<file path="src/rtl/axi_lite_cfg_master_if.sv">
// ----------------------------------------------------------------------------
// axi_lite_cfg_master_if
//
// Purpose : AXI4-Lite bus bundle used between the configuration master and
//           the configuration register slave.
//
// Signals : AW  - awaddr, awvalid / awready
//           W   - wdata, wstrb, wvalid / wready
//           B   - bresp, bvalid / bready
//           AR  - araddr, arvalid / arready
//           R   - rdata, rresp, rvalid / rready
//
// Modports: master - drives address/write channels and the B/R ready lines
//           slave  - the mirror image
// ----------------------------------------------------------------------------
interface axi_lite_cfg_master_if #(
    parameter int ADDR_WIDTH = 32,
    parameter int DATA_WIDTH = 32
);
    logic [ADDR_WIDTH-1:0]   awaddr;
    logic                    awvalid;
    logic                    awready;

    logic [DATA_WIDTH-1:0]   wdata;
    logic [DATA_WIDTH/8-1:0] wstrb;
    logic                    wvalid;
    logic                    wready;

    logic [1:0]              bresp;
    logic                    bvalid;
    logic                    bready;

    logic [ADDR_WIDTH-1:0]   araddr;
    logic                    arvalid;
    logic                    arready;

    logic [DATA_WIDTH-1:0]   rdata;
    logic [1:0]              rresp;
    logic                    rvalid;
    logic                    rready;

    modport master (
        output awaddr, awvalid,
        input  awready,
        output wdata, wstrb, wvalid,
        input  wready,
        input  bresp, bvalid,
        output bready,
        output araddr, arvalid,
        input  arready,
        input  rdata, rresp, rvalid,
        output rready
    );

    modport slave (
        input  awaddr, awvalid,
        output awready,
        input  wdata, wstrb, wvalid,
        output wready,
        output bresp, bvalid,
        input  bready,
        input  araddr, arvalid,
        output arready,
        output rdata, rresp, rvalid,
        input  rready
    );
endinterface

</file>
<file path="src/rtl/axi_lite_cfg_master.sv">
// ----------------------------------------------------------------------------
// axi_lite_cfg_master
//
// Purpose : Single-outstanding AXI4-Lite master. A command (write or read) is
//           accepted from a valid/ready stream, turned into one AXI4-Lite
//           transaction, and its result returned on a valid/ready response
//           stream. A per-transaction cycle counter flags transactions that
//           stay in flight too long; the transaction still runs to completion.
//
// Ports   : m_axi_aclk, m_axi_areset   clock, synchronous active-high reset
//           cmd_valid_i / cmd_ready_o  command handshake
//           cmd_write_i                1 = write, 0 = read
//           cmd_addr_i, cmd_wdata_i,
//           cmd_wstrb_i                command payload
//           rsp_valid_o / rsp_ready_i  response handshake
//           rsp_rdata_o                read data (0 for writes)
//           rsp_resp_o                 captured BRESP / RRESP
//           rsp_timeout_o              transaction exceeded TIMEOUT_CYCLES
//           busy_timeout_o             live: in-flight transaction is overdue
//           m_axi                      AXI4-Lite bus (master modport)
// ----------------------------------------------------------------------------
module axi_lite_cfg_master #(
    parameter int ADDR_WIDTH     = 32,
    parameter int DATA_WIDTH     = 32,
    parameter int TIMEOUT_CYCLES = 256
) (
    input  logic                    m_axi_aclk,
    input  logic                    m_axi_areset,

    input  logic                    cmd_valid_i,
    output logic                    cmd_ready_o,
    input  logic                    cmd_write_i,
    input  logic [ADDR_WIDTH-1:0]   cmd_addr_i,
    input  logic [DATA_WIDTH-1:0]   cmd_wdata_i,
    input  logic [DATA_WIDTH/8-1:0] cmd_wstrb_i,

    output logic                    rsp_valid_o,
    input  logic                    rsp_ready_i,
    output logic [DATA_WIDTH-1:0]   rsp_rdata_o,
    output logic [1:0]              rsp_resp_o,
    output logic                    rsp_timeout_o,
    output logic                    busy_timeout_o,

    axi_lite_cfg_master_if.master   m_axi
);

    typedef enum logic [2:0] {
        ST_IDLE,
        ST_WR_REQ,
        ST_WR_RESP,
        ST_RD_REQ,
        ST_RD_DATA,
        ST_RSP
    } state_t;

    // The counter holds the number of in-flight cycles already completed, so
    // the current cycle is number r_cnt+1: the overdue flag therefore fires
    // when r_cnt reaches TIMEOUT_CYCLES-1, exactly TIMEOUT_CYCLES cycles after
    // the command was accepted. It saturates there.
    localparam bit             TO_EN    = (TIMEOUT_CYCLES > 0);
    localparam int             CNT_W    = (TIMEOUT_CYCLES > 1) ? $clog2(TIMEOUT_CYCLES) : 1;
    localparam logic [CNT_W-1:0] CNT_LAST =
        CNT_W'((TIMEOUT_CYCLES > 0) ? TIMEOUT_CYCLES - 1 : 0);

    state_t                  r_state;
    state_t                  w_state_nxt;

    logic [ADDR_WIDTH-1:0]   r_addr;
    logic [DATA_WIDTH-1:0]   r_wdata;
    logic [DATA_WIDTH/8-1:0] r_wstrb;
    logic                    r_aw_done;
    logic                    r_w_done;
    logic [DATA_WIDTH-1:0]   r_rdata;
    logic [1:0]              r_resp;
    logic [CNT_W-1:0]        r_cnt;
    logic                    r_sticky;

    logic w_cmd_ready;
    logic w_cmd_accept;
    logic w_awvalid;
    logic w_wvalid;
    logic w_bready;
    logic w_arvalid;
    logic w_rready;
    logic w_rsp_valid;
    logic w_busy;
    logic w_aw_fire;
    logic w_w_fire;
    logic w_b_fire;
    logic w_r_fire;
    logic w_overdue;

    // NOTE: sequential state is updated with non-blocking assignments so every
    // register samples the pre-edge values, independent of block ordering.
    always_ff @(posedge m_axi_aclk) begin
        if (m_axi_areset) begin
            r_state <= ST_IDLE;
        end else begin
            r_state <= w_state_nxt;
        end
    end

    // NOTE: every signal written here gets a default first, so no path through
    // the case leaves a value unassigned and no latch is inferred.
    always_comb begin
        w_state_nxt  = r_state;
        w_cmd_ready  = 1'b0;
        w_cmd_accept = 1'b0;
        w_awvalid    = 1'b0;
        w_wvalid     = 1'b0;
        w_bready     = 1'b0;
        w_arvalid    = 1'b0;
        w_rready     = 1'b0;
        w_rsp_valid  = 1'b0;
        w_busy       = 1'b0;
        w_aw_fire    = 1'b0;
        w_w_fire     = 1'b0;
        w_b_fire     = 1'b0;
        w_r_fire     = 1'b0;

        case (r_state)
            ST_IDLE: begin
                // Held low while reset is asserted so every output reads 0.
                w_cmd_ready  = !m_axi_areset;
                w_cmd_accept = w_cmd_ready && cmd_valid_i;
                if (w_cmd_accept) begin
                    w_state_nxt = cmd_write_i ? ST_WR_REQ : ST_RD_REQ;
                end
            end

            ST_WR_REQ: begin
                // AW and W complete independently; each valid drops after its
                // own handshake and the state moves on once both are done.
                w_busy    = 1'b1;
                w_awvalid = !r_aw_done;
                w_wvalid  = !r_w_done;
                w_aw_fire = w_awvalid && m_axi.awready;
                w_w_fire  = w_wvalid && m_axi.wready;
                if ((r_aw_done || w_aw_fire) && (r_w_done || w_w_fire)) begin
                    w_state_nxt = ST_WR_RESP;
                end
            end

            ST_WR_RESP: begin
                w_busy   = 1'b1;
                w_bready = 1'b1;
                w_b_fire = m_axi.bvalid;
                if (w_b_fire) begin
                    w_state_nxt = ST_RSP;
                end
            end

            ST_RD_REQ: begin
                w_busy    = 1'b1;
                w_arvalid = 1'b1;
                if (m_axi.arready) begin
                    w_state_nxt = ST_RD_DATA;
                end
            end

            ST_RD_DATA: begin
                w_busy   = 1'b1;
                w_rready = 1'b1;
                w_r_fire = m_axi.rvalid;
                if (w_r_fire) begin
                    w_state_nxt = ST_RSP;
                end
            end

            ST_RSP: begin
                w_rsp_valid = 1'b1;
                if (rsp_ready_i) begin
                    w_state_nxt = ST_IDLE;
                end
            end

            default: begin
                w_state_nxt = ST_IDLE;
            end
        endcase
    end

    assign w_overdue = TO_EN && w_busy && (r_cnt == CNT_LAST);

    // NOTE: these are plain registers, not a memory array, so all of them are
    // reset; this also keeps the AXI payload and response outputs at 0 in reset.
    always_ff @(posedge m_axi_aclk) begin
        if (m_axi_areset) begin
            r_addr    <= '0;
            r_wdata   <= '0;
            r_wstrb   <= '0;
            r_aw_done <= 1'b0;
            r_w_done  <= 1'b0;
            r_rdata   <= '0;
            r_resp    <= 2'b00;
            r_cnt     <= '0;
            r_sticky  <= 1'b0;
        end else begin
            if (w_cmd_accept) begin
                r_addr    <= cmd_addr_i;
                r_wdata   <= cmd_wdata_i;
                r_wstrb   <= cmd_wstrb_i;
                r_aw_done <= 1'b0;
                r_w_done  <= 1'b0;
                r_cnt     <= '0;
                r_sticky  <= 1'b0;
            end

            if (w_aw_fire) begin
                r_aw_done <= 1'b1;
            end
            if (w_w_fire) begin
                r_w_done <= 1'b1;
            end

            if (w_b_fire) begin
                r_resp  <= m_axi.bresp;
                r_rdata <= '0;
            end
            if (w_r_fire) begin
                r_resp  <= m_axi.rresp;
                r_rdata <= m_axi.rdata;
            end

            if (TO_EN && w_busy) begin
                if (r_cnt != CNT_LAST) begin
                    r_cnt <= r_cnt + CNT_W'(1);
                end
                // Latched at the end of every overdue cycle; it survives until
                // the next command so the response can report it.
                if (w_overdue) begin
                    r_sticky <= 1'b1;
                end
            end
        end
    end

    assign cmd_ready_o    = w_cmd_ready;
    assign rsp_valid_o    = w_rsp_valid;
    assign rsp_rdata_o    = r_rdata;
    assign rsp_resp_o     = r_resp;
    assign rsp_timeout_o  = r_sticky;
    assign busy_timeout_o = w_overdue;

    // AW and AR share the captured command address; payloads only change on
    // command accept, so they are stable for as long as any valid is high.
    assign m_axi.awaddr  = r_addr;
    assign m_axi.awvalid = w_awvalid;
    assign m_axi.wdata   = r_wdata;
    assign m_axi.wstrb   = r_wstrb;
    assign m_axi.wvalid  = w_wvalid;
    assign m_axi.bready  = w_bready;
    assign m_axi.araddr  = r_addr;
    assign m_axi.arvalid = w_arvalid;
    assign m_axi.rready  = w_rready;

endmodule

</file>
<file path="src/flat_wrapper.sv">
// flat-port wrapper written by rule: the top's interface ports become plain ports
module axi_lite_cfg_master_flat 
#(
    parameter int ADDR_WIDTH     = 32,
    parameter int DATA_WIDTH     = 32,
    parameter int TIMEOUT_CYCLES = 256
)
  (m_axi_aclk, m_axi_areset, cmd_valid_i, cmd_ready_o, cmd_write_i, cmd_addr_i, cmd_wdata_i, cmd_wstrb_i, rsp_valid_o, rsp_ready_i, rsp_rdata_o, rsp_resp_o, rsp_timeout_o, busy_timeout_o, m_axi_awaddr, m_axi_awvalid, m_axi_awready, m_axi_wdata, m_axi_wstrb, m_axi_wvalid, m_axi_wready, m_axi_bresp, m_axi_bvalid, m_axi_bready, m_axi_araddr, m_axi_arvalid, m_axi_arready, m_axi_rdata, m_axi_rresp, m_axi_rvalid, m_axi_rready);
  axi_lite_cfg_master_if #(.ADDR_WIDTH(ADDR_WIDTH), .DATA_WIDTH(DATA_WIDTH)) m_axi_i ();
  input  logic m_axi_aclk;
  input  logic m_axi_areset;
  input  logic cmd_valid_i;
  output logic cmd_ready_o;
  input  logic cmd_write_i;
  input  logic [ADDR_WIDTH-1:0] cmd_addr_i;
  input  logic [DATA_WIDTH-1:0] cmd_wdata_i;
  input  logic [DATA_WIDTH/8-1:0] cmd_wstrb_i;
  output logic rsp_valid_o;
  input  logic rsp_ready_i;
  output logic [DATA_WIDTH-1:0] rsp_rdata_o;
  output logic [1:0] rsp_resp_o;
  output logic rsp_timeout_o;
  output logic busy_timeout_o;
  output wire logic [$bits(m_axi_i.awaddr)-1:0] m_axi_awaddr;
  output wire logic [$bits(m_axi_i.awvalid)-1:0] m_axi_awvalid;
  input wire logic [$bits(m_axi_i.awready)-1:0] m_axi_awready;
  output wire logic [$bits(m_axi_i.wdata)-1:0] m_axi_wdata;
  output wire logic [$bits(m_axi_i.wstrb)-1:0] m_axi_wstrb;
  output wire logic [$bits(m_axi_i.wvalid)-1:0] m_axi_wvalid;
  input wire logic [$bits(m_axi_i.wready)-1:0] m_axi_wready;
  input wire logic [$bits(m_axi_i.bresp)-1:0] m_axi_bresp;
  input wire logic [$bits(m_axi_i.bvalid)-1:0] m_axi_bvalid;
  output wire logic [$bits(m_axi_i.bready)-1:0] m_axi_bready;
  output wire logic [$bits(m_axi_i.araddr)-1:0] m_axi_araddr;
  output wire logic [$bits(m_axi_i.arvalid)-1:0] m_axi_arvalid;
  input wire logic [$bits(m_axi_i.arready)-1:0] m_axi_arready;
  input wire logic [$bits(m_axi_i.rdata)-1:0] m_axi_rdata;
  input wire logic [$bits(m_axi_i.rresp)-1:0] m_axi_rresp;
  input wire logic [$bits(m_axi_i.rvalid)-1:0] m_axi_rvalid;
  output wire logic [$bits(m_axi_i.rready)-1:0] m_axi_rready;
  assign m_axi_awaddr = m_axi_i.awaddr;
  assign m_axi_awvalid = m_axi_i.awvalid;
  assign m_axi_i.awready = m_axi_awready;
  assign m_axi_wdata = m_axi_i.wdata;
  assign m_axi_wstrb = m_axi_i.wstrb;
  assign m_axi_wvalid = m_axi_i.wvalid;
  assign m_axi_i.wready = m_axi_wready;
  assign m_axi_i.bresp = m_axi_bresp;
  assign m_axi_i.bvalid = m_axi_bvalid;
  assign m_axi_bready = m_axi_i.bready;
  assign m_axi_araddr = m_axi_i.araddr;
  assign m_axi_arvalid = m_axi_i.arvalid;
  assign m_axi_i.arready = m_axi_arready;
  assign m_axi_i.rdata = m_axi_rdata;
  assign m_axi_i.rresp = m_axi_rresp;
  assign m_axi_i.rvalid = m_axi_rvalid;
  assign m_axi_rready = m_axi_i.rready;
  axi_lite_cfg_master #(.ADDR_WIDTH(ADDR_WIDTH), .DATA_WIDTH(DATA_WIDTH), .TIMEOUT_CYCLES(TIMEOUT_CYCLES)) u_core (.m_axi_aclk(m_axi_aclk), .m_axi_areset(m_axi_areset), .cmd_valid_i(cmd_valid_i), .cmd_ready_o(cmd_ready_o), .cmd_write_i(cmd_write_i), .cmd_addr_i(cmd_addr_i), .cmd_wdata_i(cmd_wdata_i), .cmd_wstrb_i(cmd_wstrb_i), .rsp_valid_o(rsp_valid_o), .rsp_ready_i(rsp_ready_i), .rsp_rdata_o(rsp_rdata_o), .rsp_resp_o(rsp_resp_o), .rsp_timeout_o(rsp_timeout_o), .busy_timeout_o(busy_timeout_o), .m_axi(m_axi_i));
endmodule
</file>
<file path="config.mk">
export PLATFORM = sky130hd
export DESIGN_NAME = axi_lite_cfg_master_flat
export DESIGN_NICKNAME = d
export VERILOG_FILES = /design/src/rtl/axi_lite_cfg_master_if.sv /design/src/rtl/axi_lite_cfg_master.sv /design/src/flat_wrapper.sv
export SDC_FILE = /design/constraint.sdc
export NUM_CORES = 1
export LEC_CHECK = 0
export CORE_UTILIZATION = 39
export CTS_CLUSTER_SIZE = 10
export DETAILED_ROUTE_END_ITERATION = 10
export PLACE_DENSITY_LB_ADDON = 0.15
export SETUP_SLACK_MARGIN = 0.3
export SYNTH_ARGS = -nofsm -noshare
export SYNTH_HDL_FRONTEND = slang
export SYNTH_SLANG_ARGS = --single-unit
</file>
<file path="constraint.sdc">
create_clock -name m_axi_aclk -period 2.2 [get_ports m_axi_aclk]
set_input_delay 0.33 -clock m_axi_aclk [delete_from_list [all_inputs] [get_ports m_axi_aclk]]
set_output_delay 0.33 -clock m_axi_aclk [all_outputs]
set_load 0.005 [all_outputs]
</file>
## Word-level counts from Yosys, hierarchy flattened

Cells that the tools add are included.

| storage, ports and cells | value |
|---|---|
| flip-flop bits (word level) | 116 |
| latch bits | 0 |
| RAM bits | 0 |
| memory bits (read-only) | 0 |
| bits of input ports | 114 |
| output and inout port bits | 143 |
| logic and storage cells | 74 |
| memories kept | 0 |

| cells by class | value |
|---|---|
| $add $sub $neg | 1 |
| multipliers | 0 |
| div/mod/pow operators | 0 |
| $lt $le $gt $ge | 0 |
| equality and inequality tests | 13 |
| shifts and indexed selects | 0 |
| muxes and demuxes | 34 |
| bitwise gates (word level) | 0 |
| reduce and logical (&&, ||, !) cells | 16 |

Operator list:

| cell | count |
|---|---|
| $mux W32 | 2 |
| $mux W8 | 3 |
| $mux W1 | 19 |
| $mux W3 | 6 |
| $pmux W3 S6 | 1 |
| $add A8 B1 Y8 const B | 1 |
| $eq A8 B8 Y1 const B | 1 |
| $ne A2 B2 Y1 const B | 4 |
| $ne A8 B8 Y1 const B | 1 |
| $eq A3 B2 Y1 const B | 2 |
| $eq A3 B3 Y1 const B | 2 |
| $mux W2 | 3 |
| $reduce_and A6 Y1 | 1 |
| $reduce_bool A2 Y1 | 3 |
| $logic_and A1 B1 Y1 | 5 |
| $ne A2 B1 Y1 const B | 2 |
| $reduce_or A4 Y1 | 1 |
| $eq A3 B1 Y1 const B | 1 |
| $logic_not A1 Y1 | 3 |
| $logic_not A3 Y1 | 1 |
| $logic_or A1 B1 Y1 | 2 |

## Depth between registers and ports, before layout

| logic depth | value |
|---|---|
| word-level depth | 6 |
| depth in mapped cells | 8 |
| gate-level depth less buffers | 5 |

## Worst setup path after synthesis

No wires, ideal clock.

| timing path | value |
|---|---|
| path kind | input -> register |
| from | input m_axi_areset |
| to | register u_core.r_wdata[10], in the netlist u_core.m_axi.wdata[10] |
| library setup time | 113 ps |
| arrival time | 1633 ps |
| data required time | 2087 ps |
| path slack | 454 ps |
| stages on the path | 8 |
| buffers on the path | 4 |
| cell sequence | buf_6 -> or3b_1 -> or3_1 -> buf_2 -> buf_6 -> buf_6 -> nand3b_1 -> nand2_1 |

| on the way | value |
|---|---|
| word-level cells in the longest chain between the ends | 3 |

RTL lines:

| item | RTL line | source |
|---|---|---|
| start, declared | flat_wrapper.sv:11 | `input logic m_axi_areset;` |
| $logic_not A1 Y1 | axi_lite_cfg_master.sv:124 | `w_cmd_ready = !m_axi_areset;` |
| $logic_and A1 B1 Y1 | axi_lite_cfg_master.sv:125 | `w_cmd_accept = w_cmd_ready && cmd_valid_i;` |
| $mux W1 | axi_lite_cfg_master.sv:121 | `case (r_state)` |
| end signal, assigned | axi_lite_cfg_master.sv:201 | `r_wdata <= cmd_wdata_i;` |
| end, declared | axi_lite_cfg_master.sv:69 | `logic [DATA_WIDTH-1:0] r_wdata;` |

Several ways; a longest one is shown, not always the timed one.
A chain may end at the register's enable or synchronous reset.

## Worst setup path after layout

| timing path | value |
|---|---|
| from | register u_core.r_state[0] |
| to | output busy_timeout_o |

| on the way | value |
|---|---|
| word-level cells in the longest chain between the ends | 4 |
| elaborated cells on any way between the ends | 7 |
| classes of those cells | 4 x eq/ne; 1 x mux; 2 x reduce/logical |

RTL lines:

| item | RTL line | source |
|---|---|---|
| start, declared | axi_lite_cfg_master.sv:65 | `state_t r_state;` |
| start signal, assigned | axi_lite_cfg_master.sv:99 | `r_state <= w_state_nxt;` |
| $eq A3 B1 Y1 (tied with other cells) | axi_lite_cfg_master.sv:121 |  |
| $reduce_or A4 Y1 (no line) (*) | n/a |  |
| $mux W1 (*) | axi_lite_cfg_master.sv:121 |  |
| $logic_and A1 B1 Y1 (*) | axi_lite_cfg_master.sv:183 | `assign w_overdue = TO_EN && w_busy && (r_cnt == CNT_LAST);` |
| end, declared | flat_wrapper.sv:23 | `output logic busy_timeout_o;` |

Mark *: on every way between the ends. The rest lies on a longest branch, timed or not.

==> reports/summary.txt <==
Fin nets -> 890
Clock root cell -> clkbuf_16
Share of cells above drive strength 1 -> 10.4%
CP Capture Type -> output pin
Crit path launch type -> flip-flop
Synth unique cells -> 46
Setup Viol. Count Final -> 0
Fillers -> 982
Placed cell count -> 890
# hold bufs at CTS -> 0
Worst Setup SP -> u_core.r_state[0]
Largest net degree at the start of global routing -> 68
Arrival @ worst endpoint -> 1.56 ns
Syn Nets -> 660
Via count -> 4593
Post-place instance area -> 7150 um^2
Post-Route WL -> 13800 um
CTS Buffer Depth -> 2
Ys Warns -> 0
Total CTS buffers -> 17
I/O Pins -> 257
Yosys top cell by area -> dfxtp_1
Ant. Diodes -> 0
Syn Std Cell Area -> 4670 um^2
Drt first pass iters -> 9
CTS tree -> yes
Violated checks -> DRC
HPWL Detailed -> 9660 um
Clk pwr share -> 31.9%
Post-synth top area share -> 49.7%
LEAKAGE -> 3.22 nW
Maximum clock frequency -> 528 MHz
Rel. slew slack -> 63.6%
# DRC -> 18
Initial antenna violation count -> 0
Ys flop type -> dfxtp_1
Post-synthesis sequential element count -> 116
Pins Over Slew Limit -> 0
Congestion Overflow GR -> 0
Hold Crit Class -> in -> reg
Cell area after layout -> 7860 um^2
Initial Util -> 40.4%
Setup WS post-layout -> 0.306 ns
Worst-path clk slew -> 0.05 ns
Die Ht -> 111 um
Max_cap viols -> 0
Sequential power share -> 35.9%
Die width -> 111 um
Cell Rows -> 39
IR drop worst, VDD -> 0.587 mV
Worst Setup Path Type -> reg -> out
Worst Hold Margin -> 0.448 ns
Unrepaired setup endpoints after global routing -> true
Ranking of synthesized cells by area -> dfxtp_1 50%, nand2_1 11%, nand3b_1 9.0%
Die Area -> 12400 um^2
First-pass GRT wire length -> 22100 um
Switching share of total power -> 27.8%
Pint -> 5.51 mW
CP Max Fanout -> 5
Req. time, crit path -> 1.87 ns
Final Hold Fails -> 0
Area grow syn2layout -> 68.3%
Gpl congestion -> 0.801
Avg Inst Size Synth -> 8.57 um^2
Final worst-path cycle share -> 86.1%
Total clock sinks -> 116
All-Layer GR Usage -> 22.4%
Share of flip-flops with an asynchronous set or reset -> 0%
1st-iter DRT viols -> 255
Combinational share of power -> 32.2%
DRT antenna net count -> 0
Psw -> 2.12 mW
PwrDens -> 969 nW/um^2
Via density -> 4.94
Core region area -> 11600 um^2
Slew @ Worst Pin -> 0.545 ns
Worst hold start -> cmd_wdata_i[20]
Minimum clock period -> 1.89 ns
Design Power -> 7.62 mW
PortBufs -> 256
Reg-to-Reg Start -> u_core.r_state[0]
DP Worst Slack -> -0.000754 ns
EDFF count, synth -> 0
Status -> complete, but fails checks
Wire per inst -> 14.8 um
Vias in the first global route -> 4408
Top-count cell post-synth -> nand2_1
Finished Layout Cells -> 930
H-tree depth -> 4
Cells after Synth -> 545
Most frequent cells after synthesis -> 140 x nand2_1, 116 x dfxtp_1, 56 x nand3b_1
Worst Skew -> 0.00461 ns
Seq/Total Area, Yosys -> 49.7%
Clk Latency, worst-skew pair -> 0.41 ns
-- worst max-delay path, stage by stage, from the launching register on --
cell,delay (ns)
dfxtp_4,0.36
o21ai_2,0.14
nand2_2,0.08
or3_4,0.42
inv_2,0.07
buf_6,0.09
-- worst paths after layout --
check / endpoint / depth (start not counted) / slack [ns]
setup / recovery: busy_timeout_o / 5 / 0.31
hold / removal: u_core.m_axi.wdata[20] / 3 / 0.45
setup reg to reg: u_core.r_w_done / 6 / 0.33
hold reg to reg: u_core.m_axi.wdata[16] / 2 / 0.47
-- area by class of cell --
class	count	area [um^2]	area share, %
timing repair buffer	282	2820	35.9
sequential	116	2340	29.7
multi-input combinational	355	1990	25.3
clock buffer	26	499	6.35
tap	143	179	2.28
clock inverter	5	25.0	0.318
inverter	3	11.3	0.143
-- cells in the final DEF (no fill, tap or decap), types with 9 or more instances in the layout --
cell type        instances
buf_4                   18
dfxtp_1                109
nor2_1                  42
a22oi_1                 34
nand2_1                139
clkbuf_16               17
nand3_1                 20
nand3b_1                56
clkdlybuf4s50_1        247
a21oi_1                  9
-- per-layer routing --
| metal | vias to the layer above | global-route usage, % | part of all wire (%) |
|---|---|---|---|
| met5 | - | 0 | 0 |
| met4 | 0 | 8.83 | 1.4 |
| met3 | 17 | 8.93 | 9.1 |
| met2 | 177 | 39.3 | 51 |
| met1 | 2132 | 24.2 | 39 |
| li1 | 2267 | - | - |
-- repair_timing --
item | in CTS | in global routing
gates resized for setup | 32 | 18
setup buffers | 1 | 7
gates cloned | 1 | 0
hold endpoints to repair | 0 | 0
pin swaps | 3 | 7
endpoints found under the setup margin | 43 | 8
-- through the flow --
| step | TNS (ns) | util, % |
|---|---|---|
| 2_1_floorplan | 0 | - |
| 3_3_place_gp | 0 | 61.8 |
| 3_5_place_dp | -0.000754 | 61.8 |
| 4_1_cts | 0 | 67.2 |
| 5_1_grt | 0 | 68.0 |
| 6_report | 0 | 68.0 |
-- state kept, by name, summed over array words and instances (netlist names) --
register              count
u_core.m_axi.araddr      32
u_core.m_axi.wdata       32
u_core.rsp_rdata_o       32
u_core.r_cnt              8
u_core.m_axi.wstrb        4
u_core.r_state            3
u_core.rsp_resp_o         2
u_core.r_aw_done          1
u_core.r_w_done           1
u_core.rsp_timeout_o      1
-- logic make-up after synthesis --
family	after synthesis	share of synthesized area, %
simple gates	288	30.1
flops	116	49.7
buf+inv	74	9.59
compound gates	63	9.72
mux	2	0.455
xor+xnor	1	0.188
fa+ha+maj	1	0.268
-- power by group through the flow --
stage	Clock, mW	Sequential, mW	Combinational (mW)
2_1_floorplan	0	2.75	0.995
3_3_place_gp	0	2.74	2.22
3_5_place_dp	0	2.75	2.26
4_1_cts	2.48	2.73	2.36
5_1_grt	2.57	2.79	2.65
6_report	2.43	2.74	2.45
No activity file was read; power rests on OpenSTA's default activity.
